File: src/rtl/hazard_ctrl_if.sv
// Hazard controller interface: hazard-detection inputs from ID/EX and
// front-end sequencing controls back to PC, IF_ID and ID/EX.
interface hazard_ctrl_if;
   logic [4:0] id_rs;
   logic [4:0] id_rt;
   logic       id_uses_rt;
   logic       ex_mem_read;
   logic [4:0] ex_rt;
   logic       branch_taken;
   logic       muldiv_start;
   logic       imem_ready;
   logic       pc_write;
   logic       ifid_hold;
   logic       ifid_flush;
   logic       idex_bubble;
   logic       muldiv_busy;

   // pipeline side: reports hazard sources, consumes controls
   modport master (
      output id_rs, id_rt, id_uses_rt, ex_mem_read, ex_rt,
             branch_taken, muldiv_start, imem_ready,
      input  pc_write, ifid_hold, ifid_flush, idex_bubble, muldiv_busy
   );

   // controller side
   modport slave (
      input  id_rs, id_rt, id_uses_rt, ex_mem_read, ex_rt,
             branch_taken, muldiv_start, imem_ready,
      output pc_write, ifid_hold, ifid_flush, idex_bubble, muldiv_busy
   );
endinterface

File: src/rtl/hazard_ctrl.sv
// Front-end hazard controller: load-use stall, mul/div freeze, taken-branch
// squash, plus saturating stall/flush counters. Controls are Mealy so a
// hazard is handled in the same cycle it is seen.
module hazard_ctrl #(
   parameter int MULDIV_CYCLES = 4,
   parameter int CNT_W         = 16
) (
   input  logic             clk,
   input  logic             reset,
   hazard_ctrl_if.slave     hz,
   output logic [CNT_W-1:0] stall_cycles,
   output logic [CNT_W-1:0] flush_count
);

   typedef enum logic {RUN, MD_BUSY} state_t;

   // a one-cycle mul/div is fully covered by its start cycle
   localparam bit        MD_MULTI = (MULDIV_CYCLES > 1);
   localparam logic [7:0] MD_INIT = 8'(MULDIV_CYCLES - 1);

   state_t     state;
   logic [7:0] md_cnt;
   logic       load_use;
   logic       branch_ok;

   // load in EX writes a register the ID instruction reads (r0 never hazards)
   always_comb begin
      load_use = hz.ex_mem_read && (hz.ex_rt != '0) &&
                 ((hz.ex_rt == hz.id_rs) || (hz.id_uses_rt && (hz.ex_rt == hz.id_rt)));
   end

   // control decode; reset forces a bubble/flush so nothing leaks into the pipe
   always_comb begin
      hz.pc_write    = 1'b1;
      hz.ifid_hold   = 1'b0;
      hz.ifid_flush  = 1'b0;
      hz.idex_bubble = 1'b0;
      branch_ok      = 1'b0;
      if (!reset) begin
         hz.pc_write    = 1'b0;
         hz.ifid_flush  = 1'b1;
         hz.idex_bubble = 1'b1;
      end else if (state == MD_BUSY) begin
         hz.pc_write    = 1'b0;
         hz.ifid_hold   = 1'b1;
         hz.idex_bubble = 1'b1;
      end else if (hz.branch_taken) begin
         hz.ifid_flush  = 1'b1;
         hz.idex_bubble = 1'b1;
         branch_ok      = 1'b1;
      end else if (hz.muldiv_start || load_use) begin
         hz.pc_write    = 1'b0;
         hz.ifid_hold   = 1'b1;
         hz.idex_bubble = 1'b1;
      end else if (!hz.imem_ready) begin
         // no fetch word: IF_ID gets a bubble, the back end keeps draining
         hz.pc_write    = 1'b0;
         hz.ifid_flush  = 1'b1;
      end
   end

   // state register, so busy is glitch-free
   always_comb hz.muldiv_busy = (state == MD_BUSY);

   // mul/div occupancy FSM; the start cycle is spent in RUN, the rest in MD_BUSY
   always_ff @(posedge clk or negedge reset) begin
      if (!reset) begin
         state  <= RUN;
         md_cnt <= '0;
      end else begin
         case (state)
            RUN: begin
               if (!hz.branch_taken && hz.muldiv_start && MD_MULTI) begin
                  state  <= MD_BUSY;
                  md_cnt <= MD_INIT;
               end
            end
            MD_BUSY: begin
               if (md_cnt == 8'd1) begin
                  state  <= RUN;
                  md_cnt <= '0;
               end else begin
                  md_cnt <= md_cnt - 8'd1;
               end
            end
            default: begin
               state  <= RUN;
               md_cnt <= '0;
            end
         endcase
      end
   end

   // saturating performance counters
   always_ff @(posedge clk or negedge reset) begin
      if (!reset) begin
         stall_cycles <= '0;
         flush_count  <= '0;
      end else begin
         if (!hz.pc_write && (stall_cycles != '1))
            stall_cycles <= stall_cycles + 1'b1;
         if (branch_ok && (flush_count != '1))
            flush_count <= flush_count + 1'b1;
      end
   end

endmodule
File: src/flat_wrapper.sv
// flat-port wrapper written by rule: the top's interface ports become plain ports
module hazard_ctrl_flat 
#(
   parameter int MULDIV_CYCLES = 4,
   parameter int CNT_W         = 16
)
  (clk, reset, stall_cycles, flush_count, hz_id_rs, hz_id_rt, hz_id_uses_rt, hz_ex_mem_read, hz_ex_rt, hz_branch_taken, hz_muldiv_start, hz_imem_ready, hz_pc_write, hz_ifid_hold, hz_ifid_flush, hz_idex_bubble, hz_muldiv_busy);
  hazard_ctrl_if hz_i ();
  input  logic clk;
  input  logic reset;
  output logic [CNT_W-1:0] stall_cycles;
  output logic [CNT_W-1:0] flush_count;
  input wire logic [$bits(hz_i.id_rs)-1:0] hz_id_rs;
  input wire logic [$bits(hz_i.id_rt)-1:0] hz_id_rt;
  input wire logic [$bits(hz_i.id_uses_rt)-1:0] hz_id_uses_rt;
  input wire logic [$bits(hz_i.ex_mem_read)-1:0] hz_ex_mem_read;
  input wire logic [$bits(hz_i.ex_rt)-1:0] hz_ex_rt;
  input wire logic [$bits(hz_i.branch_taken)-1:0] hz_branch_taken;
  input wire logic [$bits(hz_i.muldiv_start)-1:0] hz_muldiv_start;
  input wire logic [$bits(hz_i.imem_ready)-1:0] hz_imem_ready;
  output wire logic [$bits(hz_i.pc_write)-1:0] hz_pc_write;
  output wire logic [$bits(hz_i.ifid_hold)-1:0] hz_ifid_hold;
  output wire logic [$bits(hz_i.ifid_flush)-1:0] hz_ifid_flush;
  output wire logic [$bits(hz_i.idex_bubble)-1:0] hz_idex_bubble;
  output wire logic [$bits(hz_i.muldiv_busy)-1:0] hz_muldiv_busy;
  assign hz_i.id_rs = hz_id_rs;
  assign hz_i.id_rt = hz_id_rt;
  assign hz_i.id_uses_rt = hz_id_uses_rt;
  assign hz_i.ex_mem_read = hz_ex_mem_read;
  assign hz_i.ex_rt = hz_ex_rt;
  assign hz_i.branch_taken = hz_branch_taken;
  assign hz_i.muldiv_start = hz_muldiv_start;
  assign hz_i.imem_ready = hz_imem_ready;
  assign hz_pc_write = hz_i.pc_write;
  assign hz_ifid_hold = hz_i.ifid_hold;
  assign hz_ifid_flush = hz_i.ifid_flush;
  assign hz_idex_bubble = hz_i.idex_bubble;
  assign hz_muldiv_busy = hz_i.muldiv_busy;
  hazard_ctrl #(.MULDIV_CYCLES(MULDIV_CYCLES), .CNT_W(CNT_W)) u_core (.clk(clk), .reset(reset), .hz(hz_i), .stall_cycles(stall_cycles), .flush_count(flush_count));
endmodule
File: config.mk
export PLATFORM = sky130hd
export DESIGN_NAME = hazard_ctrl_flat
export DESIGN_NICKNAME = d
export VERILOG_FILES = /design/src/rtl/hazard_ctrl_if.sv /design/src/rtl/hazard_ctrl.sv /design/src/flat_wrapper.sv
export SDC_FILE = /design/constraint.sdc
export NUM_CORES = 1
export LEC_CHECK = 0
export CORE_UTILIZATION = 30
export DETAILED_ROUTE_END_ITERATION = 8
export HOLD_SLACK_MARGIN = 0.06
export REMOVE_ABC_BUFFERS = 1
export SYNTH_ARGS = -nofsm -noshare
export SYNTH_HDL_FRONTEND = slang
export SYNTH_SLANG_ARGS = --single-unit
export TNS_END_PERCENT = 20
File: constraint.sdc
create_clock -name clk -period 5.4 [get_ports clk]
set_input_delay 1.62 -clock clk [delete_from_list [all_inputs] [get_ports clk]]
set_output_delay 1.62 -clock clk [all_outputs]
set_load 0.02 [all_outputs]
==> impl_metrics.tcl, run 1 <==
set metrics [dict create \
    floorplan.die_area_um2 7470 \
    report.final.hold_viol_count 0 \
    synth_area_per_cell_um2 10.1 \
    grt_ovf 0 \
    initial_antenna_violation_count 0 \
    first_pass_iters 4 \
    number_of_nets_still_failing_antenna_checks_after_routing 0 \
    place_inst 369 \
    synthToLayoutAreaGrowth_pct 39.6 \
    fin_crit_sh_pct 96.8 \
    clock_tree_from_tritoncts "yes" \
    final-max-slew-violation-count 0 \
    layout.filler_cells 671 \
    cellLeakagePower_nw 1.28 \
    fin_nets 306 \
    finalWorstPathRequiredPeriod_ns 5.23 \
    post_route_cells_drive_above_1_share_pct 8.19 \
    rsz0062_at_grt "false" \
    synth.lib_cells_used.distinct 45 \
    crit_slowest_cell "sky130_fd_sc_hd__or4_1" \
    placement_rows 30 \
    maxClockFrequency_mhz 191 \
    grt_util_all_layers_pct 13.7 \
    fp.coreArea_um2 6830 \
    first_global_vias 1730 \
    power-per-cell-area_nw_per_um2 380 \
    synth_largest_type_area_fraction_pct 48.0 \
    critical_path_class "in -> out" \
    critical_path_required_ns 3.78 \
    synth_area_leaders "sky130_fd_sc_hd__dfrtp_1 (48%), sky130_fd_sc_hd__xnor2_1 (11%), sky130_fd_sc_hd__xor2_1 (4.9%)" \
    finClkSkew_ns 0.00507 \
    total_wire_length_after_detailed_routing_mm 4.76 \
    ir_drop_uv 154 \
    drtIter0Drc 68 \
    timing.final.setup_violations 0 \
    cp_num_buf_inv 2 \
    detail_route.vias_per_cell 4.70 \
    yosysSeqAreaShare_pct 48.0 \
    reported_max_cap_violation_count 0 \
    max_slew.worst_pin.slew_ns 0.624 \
    io_buffer_count 58 \
    gp_congestion 0.738 \
    drt_drc_violations_left 0 \
    die_y_um 86.5 \
    grt_pass1_wl_mm 8.04 \
    critical_path.cell_chain "clkdlybuf4s50_1 > or4_1 > o21ai_1 > o21bai_1 > o21a_1 > o21ai_0 > dlygate4sd2_1" \
    hold-worst-slack_ns 0.482 \
    clock_sink_count 41 \
    slowest_delay_ns 0.54 \
    hpwlAfterDp_mm 3.42 \
    ys_seq_elements 41 \
    cts_max_path_buffers 2 \
    finish.instance_area_um2 2990 \
    multi_input_area_um2 1060 \
    worst_setup_path_start_kind "input port" \
    largest_net_degree_at_the_start_of_global_routing 37 \
    tritoncts.num_buffers 5 \
    antennaDiodeCount 0 \
    crit_fanout 3 \
    yosysWarnings 0 \
    gate_count_of_the_mapped_netlist 211 \
    layout.area.seq_um2 1030 \
    routedWlPerCell_um 12.6 \
    cts_setup_buffers 0 \
    cp_data_arrival_time_ns 3.61 \
    die_width_um 86.5 \
    holdBufCountCts 0 \
    result_of_the_run "completed" \
    clockRootBuffer "sky130_fd_sc_hd__clkbuf_8" \
    via_count 1772 \
    worst_setup_path_end_kind "output pin" \
    relSlewSlack_pct 58.4 \
    num_io_pins 59 \
    floorplan.initialDensity_pct 31.3 \
    layout.cells.non_filler 377 \
    cts_htree_levels 2 \
    clkLatencyLatePin_ns 0.29 \
    summed_negative_setup_slack_over_all_endpoints_ns 0 \
    cp_top_family "buffers and inverters" \
    mappedNetlistArea_um2 2140 \
    yosysTopAreaCell "sky130_fd_sc_hd__dfrtp_1" \
    tightest_hold_check_type "reg -> reg" \
    clock_transition_at_the_registers_of_the_reported_paths_ns 0.08 \
    placed_cell_area_um2 2870 \
]
cells in the final DEF, fill, tap and decap left out, types with 3 or more instances in the layout:
cell / count
sky130_fd_sc_hd__o21ai_0: 10
sky130_fd_sc_hd__clkdlybuf4s50_1: 53
sky130_fd_sc_hd__a21oi_1: 6
sky130_fd_sc_hd__ha_1: 4
sky130_fd_sc_hd__nor2_1: 13
sky130_fd_sc_hd__nor4_1: 3
sky130_fd_sc_hd__nand2_1: 18
sky130_fd_sc_hd__xor2_1: 12
sky130_fd_sc_hd__nand3_1: 14
sky130_fd_sc_hd__nor3_1: 11
sky130_fd_sc_hd__nand4_1: 6
sky130_fd_sc_hd__clkbuf_8: 6
sky130_fd_sc_hd__inv_1: 9
sky130_fd_sc_hd__dfrtp_1: 41
sky130_fd_sc_hd__buf_4: 6
sky130_fd_sc_hd__xnor2_1: 26
state kept, by name, summed over array words and instances, names as in the netlist:
register,cells
u_core.md_cnt,8
u_core.flush_count,16
u_core.stall_cycles,16
u_core.hz.muldiv_busy,1
worst register-to-register path, stage by stage (launching register included):
cell                       delay, ns
sky130_fd_sc_hd__dfrtp_1        0.48
sky130_fd_sc_hd__nand3b_1       0.29
sky130_fd_sc_hd__or2_2          0.35
sky130_fd_sc_hd__nor3_1         0.51
sky130_fd_sc_hd__nand4_1        0.20
sky130_fd_sc_hd__xnor2_1        0.16
logic make-up after synthesis:
kind of cell | after synthesis | synth area share (%)
simple gates | 84 | 21.5
buf+inv | 11 | 2.28
xor+xnor | 38 | 15.6
fa+ha+maj | 4 | 2.34
compound gates | 30 | 8.77
flops | 41 | 48.0
mux | 3 | 1.58
layer usage:
| metal | global-route usage, % | part of all wire, % |
|---|---|---|
| met5 | 0 | 0 |
| met1 | 17.8 | 48 |
| met4 | 4.09 | 1.1 |
| met3 | 4.00 | 7.4 |
| met2 | 22.1 | 44 |
metrics by stage:
stage	power [W]	setup slack [ns]	util [%]
after floorplan	0.000703	0.763	-
after global placement	0.000875	-0.0652	41.9
after detailed placement	0.000883	-0.116	41.9
after CTS	0.00115	0.0178	43.7
after global routing	0.00122	0.0673	43.7
final	0.00114	0.171	43.7
area by class of cell:
class / count / area share [%]
sequential: 41 / 34.3
timing repair buffer: 64 / 20.9
tap: 96 / 4.02
clock inverter: 2 / 1.26
multi-input combinational: 159 / 35.6
inverter: 9 / 1.13
clock buffer: 6 / 2.76
path summary, 6_finish.rpt:
path,from,end,slack (ns),depth (start not counted)
max,hz_ex_rt[0],hz_ifid_flush,0.17,7
min,u_core.md_cnt[7],u_core.md_cnt[7],0.48,1
max reg2reg,u_core.hz.muldiv_busy,u_core.flush_count[15],3.29,5
min reg2reg,u_core.md_cnt[7],u_core.md_cnt[7],0.48,1
max in group asynchronous,reset,u_core.flush_count[8],3.52,2
min in group asynchronous,reset,u_core.hz.muldiv_busy,1.17,1
power by group:
| part | internal, W | total [W] | switching, W | leakage (nW) |
|---|---|---|---|---|
| sequential | 0.000381 | 0.000464 | 0.0000825 | 0.517 |
| clock | 0.000150 | 0.000263 | 0.000113 | 0.0574 |
| combinational | 0.000196 | 0.000409 | 0.000213 | 0.709 |
cells in the mapped netlist (all sizes together):
library cell,count
or3,2
and2,1
nand4b,2
nor2,13
o22a,1
and3,2
clkbuf,1
xor2,12
nor3,11
nand2,18
a22oi,1
nor4bb,1
o31ai,1
o21ba,1
and4,2
nor2b,1
dfrtp,41
a21boi,1
o21a,2
or2,2
a21oi,6
inv,9
a31oi,2
nor4,4
o41ai,1
o21ai,11
o21bai,1
nand3b,1
xnor2,26
buf,1
nand4,7
nand2b,1
mux2,3
or4,1
nand3,15
ha,4
o221ai,1
a41oi,1
what timing repair did:
action | 4_1_cts | 5_1_grt
endpoints found under the setup margin | 2 | 2
resized for setup | 2 | 2
endpoints found under the hold margin | 0 | 0
Note: power is estimated with default switching activity, not from simulation.
==> run 2, diff against run 1 <==
CORE_UTILIZATION = 45   (was 30)
DONT_BUFFER_PORTS = 1   (was not set)
==> impl_metrics.tcl, run 2 (same netlist as run 1, synthesis figures left out) <==
set metrics [dict create \
    crit_fanout 3 \
    die_width_um 71.0 \
    cts_htree_levels 2 \
    timing.final.setup_violations 0 \
    fp.coreArea_um2 4470 \
    clkLatencyLatePin_ns 0.29 \
    cts_max_path_buffers 2 \
    cp_data_arrival_time_ns 2.94 \
    tightest_hold_check_type "reg -> reg" \
    crit_slowest_cell "sky130_fd_sc_hd__or4_1" \
    drtIter0Drc 48 \
    hpwlAfterDp_mm 3.14 \
    io_buffer_count 0 \
    gp_congestion 0.762 \
    post_route_cells_drive_above_1_share_pct 7.37 \
    cp_num_buf_inv 1 \
    synthToLayoutAreaGrowth_pct 6.90 \
    detail_route.vias_per_cell 5.81 \
    clock_transition_at_the_registers_of_the_reported_paths_ns 0.07 \
    grt_ovf 0 \
    whs_path_depth 1 \
    num_io_pins 59 \
    summed_negative_setup_slack_over_all_endpoints_ns 0 \
    clock_tree_from_tritoncts "yes" \
    grt_util_all_layers_pct 17.8 \
    drt_drc_violations_left 8 \
    reported_max_cap_violation_count 0 \
    total_wire_length_after_detailed_routing_mm 4.18 \
    cts_resized 0 \
    layout_common_cells "sky130_fd_sc_hd__dfrtp_1 (41), sky130_fd_sc_hd__xnor2_1 (26), sky130_fd_sc_hd__nand2_1 (18), sky130_fd_sc_hd__nand3_1 (14), sky130_fd_sc_hd__nor2_1 (13)" \
    totalPowerFinal_w 0.000960 \
    layout.cells.non_filler 269 \
    met3_length_um 318 \
    top_layer "met4" \
    placement_rows 24 \
    largest_net_degree_at_the_start_of_global_routing 47 \
    cellLeakagePower_nw 1.01 \
    maxClockFrequency_mhz 219 \
    routedWlPerCell_um 15.5 \
    initial_antenna_violation_count 0 \
    rsz0062_at_grt "false" \
    grt_pass1_wl_mm 7.02 \
    critical_path_class "in -> out" \
    die_y_um 71.0 \
    fin_nets 243 \
    fin_crit_sh_pct 84.4 \
    floorplan.die_area_um2 5030 \
    clock_sink_count 41 \
    drt-met1-wl_mm 1.77 \
    holdBufCountCts 0 \
    met2_wirelength_mm 2.04 \
    violated_checks "DRC" \
    via_count 1562 \
    tritoncts.num_buffers 5 \
    floorplan.initialDensity_pct 47.8 \
    worst_setup_path_start_kind "input port" \
    worst_setup_path_end_kind "output pin" \
    final_common_cell "sky130_fd_sc_hd__dfrtp_1" \
    antennaDiodeCount 0 \
    first_pass_iters 6 \
    clockRootBuffer "sky130_fd_sc_hd__clkbuf_8" \
    final-max-slew-violation-count 0 \
    critical_path_required_ns 3.78 \
    place_inst 262 \
    critical_path.cell_chain "or4_1 > o21ai_1 > o21bai_1 > o21a_1 > o21ai_0 > buf_4" \
    relSlewSlack_pct 61.1 \
    max_slew.worst_pin.slew_ns 0.580 \
    ir_drop_uv 202 \
    slowest_delay_ns 0.51 \
    cp_top_family "compound AO/OA/AOI/OAI gates" \
    largest_regs "u_core.flush_count (16), u_core.stall_cycles (16), u_core.md_cnt (8)" \
    number_of_nets_still_failing_antenna_checks_after_routing 0 \
    result_of_the_run "finished, violations left" \
    power-per-cell-area_nw_per_um2 420 \
    cts_setup_buffers 0 \
    cp_num_cells 6 \
    first_global_vias 1606 \
    report.final.hold_viol_count 0 \
    finalWorstPathRequiredPeriod_ns 4.56 \
    finClkSkew_ns 0.00687 \
    r2r_cells 5 \
]
[run 2: changes by cell type in the layout (fill, tap and decap cells not counted), sizes merged]
cell,previous run,this run
dlygate4sd2,2,0
clkdlybuf4s50,53,0
buf,7,1
bufinv,1,0
dlymetal6s2s,2,0
[run 2: power by group]
part / total (W) / leakage (nW) / switching [W] / internal, W
sequential: 0.000529 / 0.517 / 0.000149 / 0.000380
combinational: 0.000231 / 0.446 / 0.000128 / 0.000103
clock: 0.000200 / 0.0433 / 0.0000992 / 0.000101
total: 0.000960 / 1.01 / 0.000376 / 0.000584
[run 2: path summary, 6_finish.rpt]
path	from	end	slack, ns
min	u_core.md_cnt[7]	u_core.md_cnt[7]	0.48
min in group asynchronous	reset	u_core.flush_count[12]	1.02
max in group asynchronous	reset	u_core.md_cnt[0]	4.29
max	hz_ex_rt[0]	hz_ifid_flush	0.84
min reg2reg	u_core.md_cnt[7]	u_core.md_cnt[7]	0.48
max reg2reg	u_core.hz.muldiv_busy	u_core.flush_count[9]	3.20
[run 2: metal layers]
layer,track usage (%),up-vias
met1,20.6,748
met4,4.89,0
met2,30.9,55
met3,6.70,8
met5,0,-
li1,-,751
[run 2: layout make-up]
class	instances	area, µm²
clock inverter	1	7.51
fill	432	2190
multi-input combinational	159	1060
inverter	9	33.8
timing repair buffer	1	7.51
clock buffer	6	82.6
sequential	41	1030
tap	52	65.1
[run 2: metrics by stage]
stage	setup WS (ns)	instance area [µm²]	hold slack (ns)	utilization, %
global placement	0.907	2200	0.470	49.1
CTS	0.863	2290	0.483	51.1
finish	0.843	2290	0.480	51.1
global route	0.714	2290	0.508	51.1
floorplan	0.763	2120	0.442	-
detailed placement	0.863	2200	0.474	49.1
==> run 3, diff against run 2 <==
clock period = 4.7 ns   (was 5.4 ns; I/O delays follow)
==> results of run 3 <==
Same layout as run 2 (identical final DEF). Status: finished, violations left: DRC.
Among the figures that moved: setup slack after placement 0.863 ns -> 0.583 ns; setup slack after layout 0.843 ns -> 0.563 ns; register-to-register setup slack 3.20 ns -> 2.50 ns; total power 0.000960 W -> 0.00110 W; worst IR drop on VDD 202 µV -> 232 µV
